==> src/rtl/cp0_exc.sv <==
// Coprocessor-0 exception/interrupt unit: SR, Cause, EPC and PRId with interrupt request generation.
// Optional CP0_HWINT_SYNC_EN adds a two-flop synchronizer on each HWInt line ahead of Cause.IP.
module cp0_exc #(
    parameter logic [31:0] PRID = 32'h4D49_5053
) (
    input  logic        clk,
    input  logic        reset,
    input  logic [31:0] PC,
    input  logic [31:0] DIn,
    input  logic [4:0]  Sel,
    input  logic        Wen,
    input  logic        EXLSet,
    input  logic        EXLClr,
    input  logic [5:0]  HWInt,
    output logic        IntReq,
    output logic [31:0] EPC,
    output logic [31:0] DOut
);
    localparam int unsigned IRQ_W = 6;
    localparam logic [4:0] SEL_SR    = 5'd12;
    localparam logic [4:0] SEL_CAUSE = 5'd13;
    localparam logic [4:0] SEL_EPC   = 5'd14;
    localparam logic [4:0] SEL_PRID  = 5'd15;

    logic [IRQ_W-1:0] im;
    logic [IRQ_W-1:0] ip;
    logic             exl;
    logic             ie;
    logic [31:0]      epc_q;
    logic [IRQ_W-1:0] hw_in;

    logic unused_pc_low;
    assign unused_pc_low = ^PC[1:0];

`ifdef CP0_HWINT_SYNC_EN
    logic [IRQ_W-1:0] sync1;
    logic [IRQ_W-1:0] sync2;

    // Two-flop synchronizer for asynchronous device lines
    always_ff @(posedge clk or posedge reset) begin
        if (reset) begin
            sync1 <= '0;
            sync2 <= '0;
        end else begin
            sync1 <= HWInt;
            sync2 <= sync1;
        end
    end
    assign hw_in = sync2;
`else
    assign hw_in = HWInt;
`endif

    wire sr_write  = Wen && (Sel == SEL_SR);
    wire epc_write = Wen && (Sel == SEL_EPC);

    // Status/cause state; EXLSet beats EXLClr beats an SR write for the EXL bit only
    always_ff @(posedge clk or posedge reset) begin
        if (reset) begin
            im  <= '0;
            ie  <= 1'b0;
            exl <= 1'b0;
            ip  <= '0;
        end else begin
            ip <= hw_in;
            if (sr_write) begin
                im <= DIn[15:10];
                ie <= DIn[0];
            end
            if (EXLSet)
                exl <= 1'b1;
            else if (EXLClr)
                exl <= 1'b0;
            else if (sr_write)
                exl <= DIn[1];
        end
    end

    // PC capture on interrupt acceptance overrides a same-cycle mtc0 to EPC
    always_ff @(posedge clk or posedge reset) begin
        if (reset)
            epc_q <= '0;
        else if (EXLSet)
            epc_q <= {PC[31:2], 2'b00};
        else if (epc_write)
            epc_q <= {DIn[31:2], 2'b00};
    end

    assign EPC    = epc_q;
    assign IntReq = (|(ip & im)) & ie & ~exl;

    always_comb begin
        DOut = '0;
        case (Sel)
            SEL_SR:    DOut = {16'h0000, im, 8'h00, exl, ie};
            SEL_CAUSE: DOut = {16'h0000, ip, 10'h000};
            SEL_EPC:   DOut = epc_q;
            SEL_PRID:  DOut = PRID;
            default:   DOut = '0;
        endcase
    end
endmodule

==> config.mk <==
export PLATFORM = sky130hd
export DESIGN_NAME = cp0_exc
export DESIGN_NICKNAME = d
export VERILOG_FILES = /design/src/rtl/cp0_exc.sv
export SDC_FILE = /design/constraint.sdc
export NUM_CORES = 1
export LEC_CHECK = 0
export BUFFER_PORTS_ARGS = -buffer_cell sky130_fd_sc_hd__buf_2
export CAP_MARGIN = 20
export CORE_ASPECT_RATIO = 0.75
export CORE_MARGIN = 1.5
export CORE_UTILIZATION = 30
export DETAILED_ROUTE_END_ITERATION = 8
export GPL_TIMING_DRIVEN = 0
export HOLD_SLACK_MARGIN = 0.06
export PLACE_DENSITY_LB_ADDON = 0.12
export SETUP_SLACK_MARGIN = 0.1
export SLEW_MARGIN = 10
export SYNTH_ARGS = -nofsm -noshare
export SYNTH_HDL_FRONTEND = slang
export SYNTH_SLANG_ARGS = --single-unit
==> constraint.sdc <==
create_clock -name clk -period 2 [get_ports clk]
set_input_delay 0.4 -clock clk [delete_from_list [all_inputs] [get_ports clk]]
set_output_delay 0.4 -clock clk [all_outputs]
set_load 0.005 [all_outputs]
==> results of run 1 <==
==> critical path, cell delays in order <==
cell and delay [ns]:
buf_2 0.10, nand2b_1 0.13, buf_2 0.17, nor2_4 0.16
buf_4 0.20, and2_1 0.14, buf_2 0.12
==> registers in the layout (all words and copies together), names as in the netlist <==
signal,count
EPC,30
exl,1
ip,6
ie,1
im,6
==> stage by stage <==
stage	instance area [um2]	setup TNS, ns	std cells
floorplan	2726	0	300
global placement	3557	-11.66	547
detailed placement	3577	-5.103	548
CTS	3765	0	557
global route	3769	0	557
finish	3769	0	557
==> area by class of cell <==
type / count / area, um2 / share of cell area, %
multi-input combinational: 197 / 1400 / 37.15
sequential: 44 / 1101 / 29.22
buffer: 27 / 128.9 / 3.420
timing repair buffer: 142 / 730.7 / 19.39
tap: 108 / 135.1 / 3.586
clock buffer: 7 / 152.6 / 4.050
inverter: 32 / 120.1 / 3.187
==> cells in the mapped netlist (all sizes together) (2+ instances only) <==
library cell,n,area share [%]
dfrtp,44,40
nand2b,33,7.6
inv,32,4.4
nor3,30,5.5
o21a,30,8.3
o31a,30,9.7
and2,15,3.4
clkbuf,15,2.1
buf,12,2.3
a21o,9,2.5
mux2,9,3.7
nand2,7,0.97
a21oi,6,1.1
nor2,5,1.1
mux2i,4,1.5
or2,4,0.92
a22oi,3,0.83
o22ai,2,0.46
==> logic make-up after synthesis <==
| group | synth area share (%) |
|---|---|
| flip-flops | 40.44 |
| buffers and inverters | 8.777 |
| other | 0.1377 |
| multiplexers | 5.193 |
| AO/OA/AOI/OAI | 23.12 |
| AND/OR/NAND/NOR | 22.33 |
==> final timing paths <==
kind	endpoint	startpoint
max	DOut[9]	Sel[0]
min	EPC[4]$_DFFE_PP0P_	reset
max reg2reg	exl$_DFFE_PP0P_	exl$_DFFE_PP0P_
min reg2reg	ie$_DFFE_PP0P_	ie$_DFFE_PP0P_
max in group asynchronous	exl$_DFFE_PP0P_	reset
min in group clk	ip[0]$_DFF_PP0_	HWInt[0]
==> report_power, final <==
part	total (uW)	switching, uW	internal (uW)
logic	497	228	270
clock network	864	339	525
registers	1060	77.8	983
==> routing by layer <==
metal	up-vias	GRT usage, %	wire length, um
li1	1314	-	-
met1	1243	27.14	4339
met2	109	27.11	3707
met3	8	4.876	618
met4	0	5.000	104
met5	-	0	0
==> timing repair <==
| action | CTS | global route |
|---|---|---|
| cloned | 0 | 0 |
| pin swaps | 1 | 0 |
| resized for setup | 5 | 2 |
| endpoints found under the setup margin | 24 | 9 |
| setup buffers | 2 | 0 |
| endpoints found under the hold margin | 0 | 0 |
==> impl_summary.log, run 1 <==
[metrics] die outline height: 85.50 um
[metrics] global-route wire length before repair: 13850 um
[metrics] number of top-level design ports: 145
[metrics] count of antenna diodes in the layout: 0
[metrics] CP arrival: 1.43 ns
[metrics] clock tree from TritonCTS: built
[metrics] final hold slack: 0.1382 ns
[metrics] DRT antenna net count: 0
[metrics] DIE WIDTH: 113 um
[metrics] number of register bits inferred by synthesis: 44
[metrics] class of the tightest hold or removal check: in -> async
[metrics] routability cong.: 0.7693
[metrics] kind of critical path: in -> out
[metrics] antenna violations before repair: 0
[metrics] most common cell after layout, fill and taps aside: buf_2
[metrics] post-detailed-route via-to-cell ratio: 4.801
[metrics] most frequent cells in the layout: buf_2, dfrtp_1, nand2b_1
[metrics] number of detailed-routing iterations run before antenna repair: 4
[metrics] distinct cell type count of the synthesized netlist: 31
[metrics] layout overhead on the synthesized area: 38.42%
[metrics] maximum buffer depth of the clock tree: 2
[metrics] routed length per instance: 15.75 um
[metrics] final setup margin: 0.1719 ns
[metrics] Post-synth ARST share: 100.0%
[metrics] kind of end point of the critical path: output pin
[metrics] total via count after detailed routing: 2674
[metrics] Leak Pwr: 0.001931 uW
[metrics] number of max-capacitance violations reported: 0
[metrics] power density over the cells: 642.7 nW/um2
[metrics] count of pins over their slew limit: 0
[metrics] core region area: 8636 um2
[metrics] depth of the most critical reg-to-reg path: 2
[metrics] remaining design rule violation count: 0
[metrics] Avg Cell Area, Syn: 9.106 um2
[metrics] maximum achievable frequency: 547.0 MHz
[metrics] fin crit share: 91.40%
[metrics] total power: 2422 uW
[metrics] number of fill cells: 871
[metrics] worst clock skew: 0 ns
[metrics] nets@finish: 529
[metrics] register-to-register setup slack: 0.82 ns
[metrics] count of mapped cells out of synthesis: 299
[metrics] endpoints failing setup: 0
[metrics] transition time at the pin with the least slew margin: 0.5392 ns
[metrics] warnings from Yosys: 0
[metrics] number of clock buffers inserted by TritonCTS: 5
[metrics] total grt overflow: 0
[metrics] clock insertion delay at the later pin of the skew report: 0.28 ns
[metrics] GRT Util Overall: 18.55%
[metrics] utilization after layout: 43.64%
[metrics] root buffer cell: clkbuf_16
[metrics] portion of the post-synthesis area used by sequential elements: 40.44%
[metrics] Total Routed Length: 8770 um
[metrics] status: complete, no violations
[metrics] Netlist Area Pre-Place: 2723 um2
[metrics] num rows: 29
[metrics] hold violation total from the final report: 0
[metrics] number of sinks handled by clock tree synthesis: 44
[metrics] unrepaired setup endpoints after global routing: true
[metrics] H-tree levels: 2
[metrics] maximum fanout encountered on the critical timing path: 10
[metrics] required arrival time at the worst endpoint: 1.60 ns
[metrics] via count of the first global-routing pass: 2600
[metrics] proportion of layout cells with a drive suffix above 1: 39.42%
[metrics] half-perimeter wire length after placement: 6367 um
[metrics] effective utilization at floorplan: 31.53%
[metrics] # port buffers: 139
[metrics] clock slew seen by the registers of the worst setup and hold paths: 0.06 ns
[metrics] violation count after the first detailed-route iteration: 135
[metrics] number of flops mapped to enable cells by yosys: 0
[metrics] number of buffers inserted by hold repair at cts: 0
[metrics] fin crit period: 1.828 ns
[metrics] pre-CTS WS: -0.3269 ns
[metrics] dominant register cell in the synthesized netlist: dfrtp_1
[metrics] relative max-transition margin: 64.05%
[metrics] area of the die: 9662 um2
[metrics] maximum number of pins on one net before global-route repair: 25
[metrics] crit start category: input port
[metrics] maximum vdd ir drop: 315.1 uV
(Power assumes the default switching activity.)
==> inputs of run 2 (changes only) <==
Settings changed: CELL_PAD_IN_SITES_DETAIL_PLACEMENT set to 0, CELL_PAD_IN_SITES_GLOBAL_PLACEMENT set to 1.
==> impl_summary.log, run 2 (synthesis results as in run 1) <==
[metrics] status: complete, no violations
[metrics] number of buffers inserted by hold repair at cts: 0 (unchanged)
[metrics] maximum achievable frequency: 553.5 MHz (+1.2%)
[metrics] unrepaired setup endpoints after global routing: false
[metrics] number of top-level design ports: 145 (unchanged)
[metrics] maximum buffer depth of the clock tree: 2 (unchanged)
[metrics] clock slew seen by the registers of the worst setup and hold paths: 0.06 ns (about the same)
[metrics] violation count after the first detailed-route iteration: 106 (-21%)
[metrics] final cell area excluding filler cells: 3839 um2 (+1.9%)
[metrics] class of the tightest hold or removal check: in -> async
[metrics] CP most frequent cell: buf_2
[metrics] via count of the first global-routing pass: 2775 (+6.7%)
[metrics] layout overhead on the synthesized area: 40.99%
[metrics] crit start category: input port
[metrics] final setup margin: 0.1934 ns (+0.02146 ns)
[metrics] clock insertion delay at the later pin of the skew report: 0.28 ns (about the same)
[metrics] transition time at the pin with the least slew margin: 0.5444 ns (+0.005224 ns)
[metrics] M3 GR Usage: 3.816% (-1.1 points)
[metrics] DRT antenna net count: 0 (unchanged)
[metrics] family with the most delay on the worst path: simple AND/OR/NAND/NOR gates
[metrics] routability cong.: 0.7716 (+0.30%)
[metrics] power density over the cells: 717.7 nW/um2 (+12%)
[metrics] routed length per instance: 16.00 um (+1.6%)
[metrics] area of the die: 9662 um2 (unchanged)
[metrics] required arrival time at the worst endpoint: 1.60 ns (about the same)
[metrics] count of antenna diodes in the layout: 0 (unchanged)
[metrics] Total Routed Length: 8926 um (+1.8%)
[metrics] slowest cell on the critical path: nand3b_4
[metrics] fin crit share: 90.33% (-1.1 points)
[metrics] endpoints failing setup: 0 (unchanged)
[metrics] H-tree levels: 2 (unchanged)
[metrics] global-route wire length before repair: 14320 um (+3.4%)
[metrics] most frequent cells in the layout: buf_2, dfrtp_1, nand2b_1
[metrics] remaining design rule violation count: 0 (unchanged)
[metrics] total power: 2755 uW (+14%)
[metrics] post-detailed-route via-to-cell ratio: 4.780 (-0.44%)
[metrics] half-perimeter wire length after placement: 6486 um (+1.9%)
[metrics] pre-CTS WS: -0.3924 ns (-0.06551 ns)
[metrics] total grt overflow: 0 (unchanged)
[metrics] count of pins over their slew limit: 0 (unchanged)
[metrics] post-placement cell count: 548 (unchanged)
[metrics] die outline height: 85.50 um (unchanged)
[metrics] proportion of layout cells with a drive suffix above 1: 39.56% (+0.13 points)
[metrics] DIE WIDTH: 113 um (unchanged)
[metrics] most common cell after layout, fill and taps aside: buf_2
[metrics] CP arrival: 1.41 ns (-0.02 ns)
[metrics] kind of critical path: in -> out
[metrics] kind of end point of the critical path: output pin
[metrics] fin crit period: 1.807 ns (-0.02146 ns)
[metrics] number of sinks handled by clock tree synthesis: 44 (unchanged)
[metrics] effective utilization at floorplan: 31.53% (unchanged)
[metrics] cell-by-cell listing of the critical path: buf_2 > nand3b_4 > nor2_4 > buf_8 > and2_1 > buf_2
[metrics] root buffer cell: clkbuf_16
[metrics] number of detailed-routing iterations run before antenna repair: 4 (unchanged)
[metrics] setup TNS after final layout: 0 ns (unchanged)
[metrics] # port buffers: 139 (unchanged)
[metrics] post-detailed-placement cell area: 3577 um2 (unchanged)
[metrics] post-route non-filler standard cell count: 558 (+0.18%)
[metrics] delay of the slowest cell on the worst path: 0.25 ns (+0.05 ns)
[metrics] most used routing layer in global routing: met2
[metrics] core region area: 8636 um2 (unchanged)
[metrics] nets@finish: 529 (unchanged)
[metrics] GRT Util Overall: 18.85% (+0.29 points)
[metrics] maximum vdd ir drop: 434.9 uV (+38%)
[metrics] max reg flops: 30 (unchanged)
[metrics] hold violation total from the final report: 0 (unchanged)
[metrics] Worst setup startpoint: Sel[4]
[metrics] Leak Pwr: 0.001960 uW (+1.5%)
[metrics] maximum number of pins on one net before global-route repair: 30 (+20%)
[metrics] total via count after detailed routing: 2667 (-0.26%)
[metrics] maximum fanout encountered on the critical timing path: 10 (unchanged)
[metrics] number of max-capacitance violations reported: 0 (unchanged)
[metrics] relative max-transition margin: 63.70% (-0.35 points)
[metrics] met1 track demand over resource in global routing: 27.62% (+0.48 points)
[metrics] FF-to-FF Start: exl$_DFFE_PP0P_
[metrics] sum of buffers and inverters on the critical path: 3 (-1)
[metrics] worst clock skew: 0 ns (unchanged)
[metrics] global routing usage on met2: 28.76% (+1.7 points)
[metrics] num rows: 29 (unchanged)
[metrics] clock tree from TritonCTS: built
[metrics] antenna violations before repair: 0 (unchanged)
[metrics] number of clock buffers inserted by TritonCTS: 5 (unchanged)
## run 2: changes by cell type in the layout (fill, tap and decap cells not counted), sizes merged
cell	delta
bufinv	+3
clkbuf	-2
## run 2: worst paths after layout
check                                      end  slack [ns]  cells past startpoint
max                                   DOut[25]        0.19                      6
min                         EPC[3]$_DFFE_PP0P_        0.10                      2
max reg2reg                    exl$_DFFE_PP0P_        0.82                      2
min reg2reg                  im[4]$_DFFE_PP0P_        0.53                      1
max in group asynchronous  EPC[16]$_DFFE_PP0P_        1.40                      3
min in group clk               ip[0]$_DFF_PP0_        0.22                      1
## run 2: through the flow
step                      hold slack (ns)  utilization (%)
after global placement             0.5093            41.19
after floorplan                    0.4314                -
final                              0.1024            44.45
after global routing               0.1346            44.45
after detailed placement           0.4159            41.42
after CTS                          0.1115            44.32
## run 2: power breakdown
group / leakage (uW) / total (uW) / switching [uW] / internal [uW]
combinational: 0.00135 / 500 / 230 / 270
clock: 0.000104 / 1190 / 352 / 842
sequential: 0.000504 / 1060 / 77.5 / 983
## run 2: layout make-up
cell class,count,area [um2]
multi-input combinational,197,1400
buffer,27,136.4
sequential,44,1101
tap,108,135.1
fill,915,4797
clock buffer,5,125.1
clock inverter,3,90.09
timing repair buffer,142,730.7
inverter,32,120.1
## run 2: routing by layer
layer / up-vias / share of wire (%) / wire length (um)
met5: - / 0 / 0
met4: 0 / 0.83 / 74
met3: 9 / 6.5 / 579
met2: 105 / 43 / 3801
met1: 1233 / 50 / 4471
li1: 1320 / - / -
## run 2: what timing repair did
action,4_1_cts,5_1_grt
endpoints found under the setup margin,24,20
gates resized for setup,5,4
setup buffers,2,0
pin swaps,1,1
==> inputs of run 3 (changes only) <==
Settings changed: PLACE_DENSITY set to 0.73, PLACE_DENSITY_LB_ADDON 0.12 to not set.
==> impl_summary.log, run 3 (synthesis results as in run 1) <==
[metrics] final setup margin: 0.1699 ns (-0.02350 ns)
[metrics] proportion of layout cells with a drive suffix above 1: 39.56% (unchanged)
[metrics] layout overhead on the synthesized area: 38.24%
[metrics] count of pins over their slew limit: 0 (unchanged)
[metrics] most common cell after layout, fill and taps aside: buf_2
[metrics] slowest cell on the critical path: buf_6
[metrics] relative max-transition margin: 65.53% (+1.8 points)
[metrics] DRT antenna net count: 0 (unchanged)
[metrics] routability cong.: 0.7915 (+2.6%)
[metrics] unrepaired setup endpoints after global routing: false
[metrics] number of max-capacitance violations reported: 0 (unchanged)
[metrics] total grt overflow: 0 (unchanged)
[metrics] global-route wire length before repair: 13500 um (-5.7%)
[metrics] clock network fraction of design power: 34.1% (-9.3 points)
[metrics] CP arrival: 1.43 ns (+0.02 ns)
[metrics] via count of the first global-routing pass: 2596 (-6.5%)
[metrics] antenna violations before repair: 0 (unchanged)
[metrics] number of detailed-routing iterations run before antenna repair: 4 (unchanged)
[metrics] clock insertion delay at the later pin of the skew report: 0.28 ns (about the same)
[metrics] crit start category: input port
[metrics] FF-to-FF Start: exl$_DFFE_PP0P_
[metrics] Leak Pwr: 0.001929 uW (-1.6%)
[metrics] half-perimeter wire length after placement: 6569 um (+1.3%)
[metrics] class of the tightest hold or removal check: in -> async
[metrics] post-detailed-route via-to-cell ratio: 4.776 (about the same)
[metrics] number of clock buffers inserted by TritonCTS: 5 (unchanged)
[metrics] kind of critical path: in -> out
[metrics] effective utilization at floorplan: 31.53% (unchanged)
[metrics] clock slew seen by the registers of the worst setup and hold paths: 0.06 ns (about the same)
[metrics] worst clock skew: 0 ns (unchanged)
[metrics] clock tree from TritonCTS: built
[metrics] maximum achievable frequency: 546.4 MHz (-1.3%)
[metrics] critical path capture point: DOut[8]
[metrics] status: complete, no violations
[metrics] count of antenna diodes in the layout: 0 (unchanged)
[metrics] total via count after detailed routing: 2665 (-0.075%)
[metrics] Worst setup startpoint: Sel[0]
[metrics] register-to-register setup slack: 0.81 ns (about the same)
[metrics] number of buffers inserted by hold repair at cts: 0 (unchanged)
[metrics] # port buffers: 139 (unchanged)
[metrics] root buffer cell: clkbuf_16
[metrics] delay of the slowest cell on the worst path: 0.19 ns (-0.06 ns)
[metrics] maximum fanout encountered on the critical timing path: 10 (unchanged)
[metrics] required arrival time at the worst endpoint: 1.60 ns (about the same)
[metrics] share of total power consumed by net switching: 27.55% (+3.6 points)
[metrics] die outline height: 85.50 um (unchanged)
[metrics] H-tree levels: 2 (unchanged)
[metrics] kind of end point of the critical path: output pin
[metrics] nets@finish: 529 (unchanged)
[metrics] pre-CTS WS: -0.3570 ns (+0.03541 ns)
[metrics] maximum buffer depth of the clock tree: 2 (unchanged)
[metrics] cell-by-cell listing of the critical path: buf_2 > nand2b_1 > buf_2 > nor2_4 > buf_6 > and2_1 > buf_2
[metrics] fin crit period: 1.830 ns (+0.02350 ns)
[metrics] remaining design rule violation count: 0 (unchanged)
[metrics] total power: 2364 uW (-14%)
[metrics] power density over the cells: 628.2 nW/um2 (-12%)
[metrics] r2r endpoint: exl$_DFFE_PP0P_
[metrics] most frequent cells in the layout: buf_2, dfrtp_1, nand2b_1
[metrics] maximum number of pins on one net before global-route repair: 28 (-6.7%)
[metrics] depth of the most critical reg-to-reg path: 2 (unchanged)
[metrics] combinational cell fraction of total power: 21.0% (+2.8 points)
[metrics] fraction of power consumed by sequential logic: 44.9% (+6.4 points)
[metrics] area of the die: 9662 um2 (unchanged)
[metrics] CP most frequent cell: buf_2
[metrics] hold violation total from the final report: 0 (unchanged)
[metrics] transition time at the pin with the least slew margin: 0.5171 ns (-0.02735 ns)
[metrics] maximum vdd ir drop: 335.8 uV (-23%)
[metrics] net switching power: 651.4 uW (-1.3%)
[metrics] DIE WIDTH: 113 um (unchanged)
[metrics] core region area: 8636 um2 (unchanged)
[metrics] fin crit share: 91.51% (+1.2 points)
[metrics] number of sinks handled by clock tree synthesis: 44 (unchanged)
[metrics] endpoints failing setup: 0 (unchanged)
[metrics] Total Routed Length: 8646 um (-3.1%)
[metrics] GRT Util Overall: 17.84% (-1.0 points)
[metrics] internal power summed over all cells: 1713 uW (-18%)
[metrics] max reg flops: 30 (unchanged)
[metrics] violation count after the first detailed-route iteration: 135 (+27%)
[metrics] number of top-level design ports: 145 (unchanged)
[metrics] routed length per instance: 15.49 um (-3.1%)
[metrics] num rows: 29 (unchanged)
run 3: cell count changes in the layout (fill, tap and decap cells not counted):
| cell | delta |
|---|---|
| clkinv_4 | +1 |
| bufinv_16 | -3 |
| buf_6 | +1 |
| clkinv_2 | +2 |
| buf_8 | -1 |
run 3: timing repair:
action	CTS	global route
pin swaps	1	0
resized for setup	5	3
setup buffers	2	0
endpoints found under the setup margin	24	17
run 3: critical path, delay by kind of cell:
kind	cells	cell delay, ns
buffers and inverters	4	0.57
AND/OR/NAND/NOR	3	0.45
run 3: metal layers:
layer / GRT usage, % / share of wire (%) / vias to the layer above
li1: - / - / 1317
met1: 25.90 / 51 / 1261
met2: 27.93 / 43 / 85
met3: 3.887 / 5.9 / 2
met4: 2.727 / 0.20 / 0
met5: 0 / 0 / -
run 3: power groups by stage:
| stage | Sequential, uW | Combinational (uW) | Clock, uW |
|---|---|---|---|
| detailed placement | 1080 | 497 | 0 |
| finish | 1060 | 496 | 807 |
| global placement | 1070 | 486 | 0 |
| global route | 1070 | 550 | 880 |
| CTS | 1060 | 502 | 837 |
| floorplan | 1060 | 281 | 0 |
run 3: final cells by class:
type                    instances  area, um2
repair buffers                142      730.7
inverters                      32      120.1
multi-input cells             197       1400
flip-flops and latches         44       1101
fillers                       937       4872
clock buffers                   5      125.1
well taps                     108      135.1
plain buffers                  27      132.6
clock inverters                 3      18.77
run 3: worst min path at each step:
stage                  start                   to  slack (ns)  cells after the start
floorplan           HWInt[0]      ip[0]$_DFF_PP0_        0.43                      0
global placement    HWInt[3]      ip[3]$_DFF_PP0_        0.51                      1
detailed placement     reset  EPC[28]$_DFFE_PP0P_        0.43                      2
CTS                    reset  EPC[26]$_DFFE_PP0P_        0.13                      2
global route           reset  EPC[28]$_DFFE_PP0P_        0.15                      2
finish                 reset  EPC[29]$_DFFE_PP0P_        0.12                      2
run 3: metrics by stage:
step	hold WS [ns]	cell area [um2]	utilization [%]	setup TNS, ns	cells
CTS	0.1259	3756	43.49	0	558
global placement	0.5094	3557	41.19	-12.16	547
global route	0.1500	3764	43.58	0	558
floorplan	0.4314	2726	-	0	300
detailed placement	0.4330	3577	41.42	-5.326	548
finish	0.1186	3764	43.58	0	558
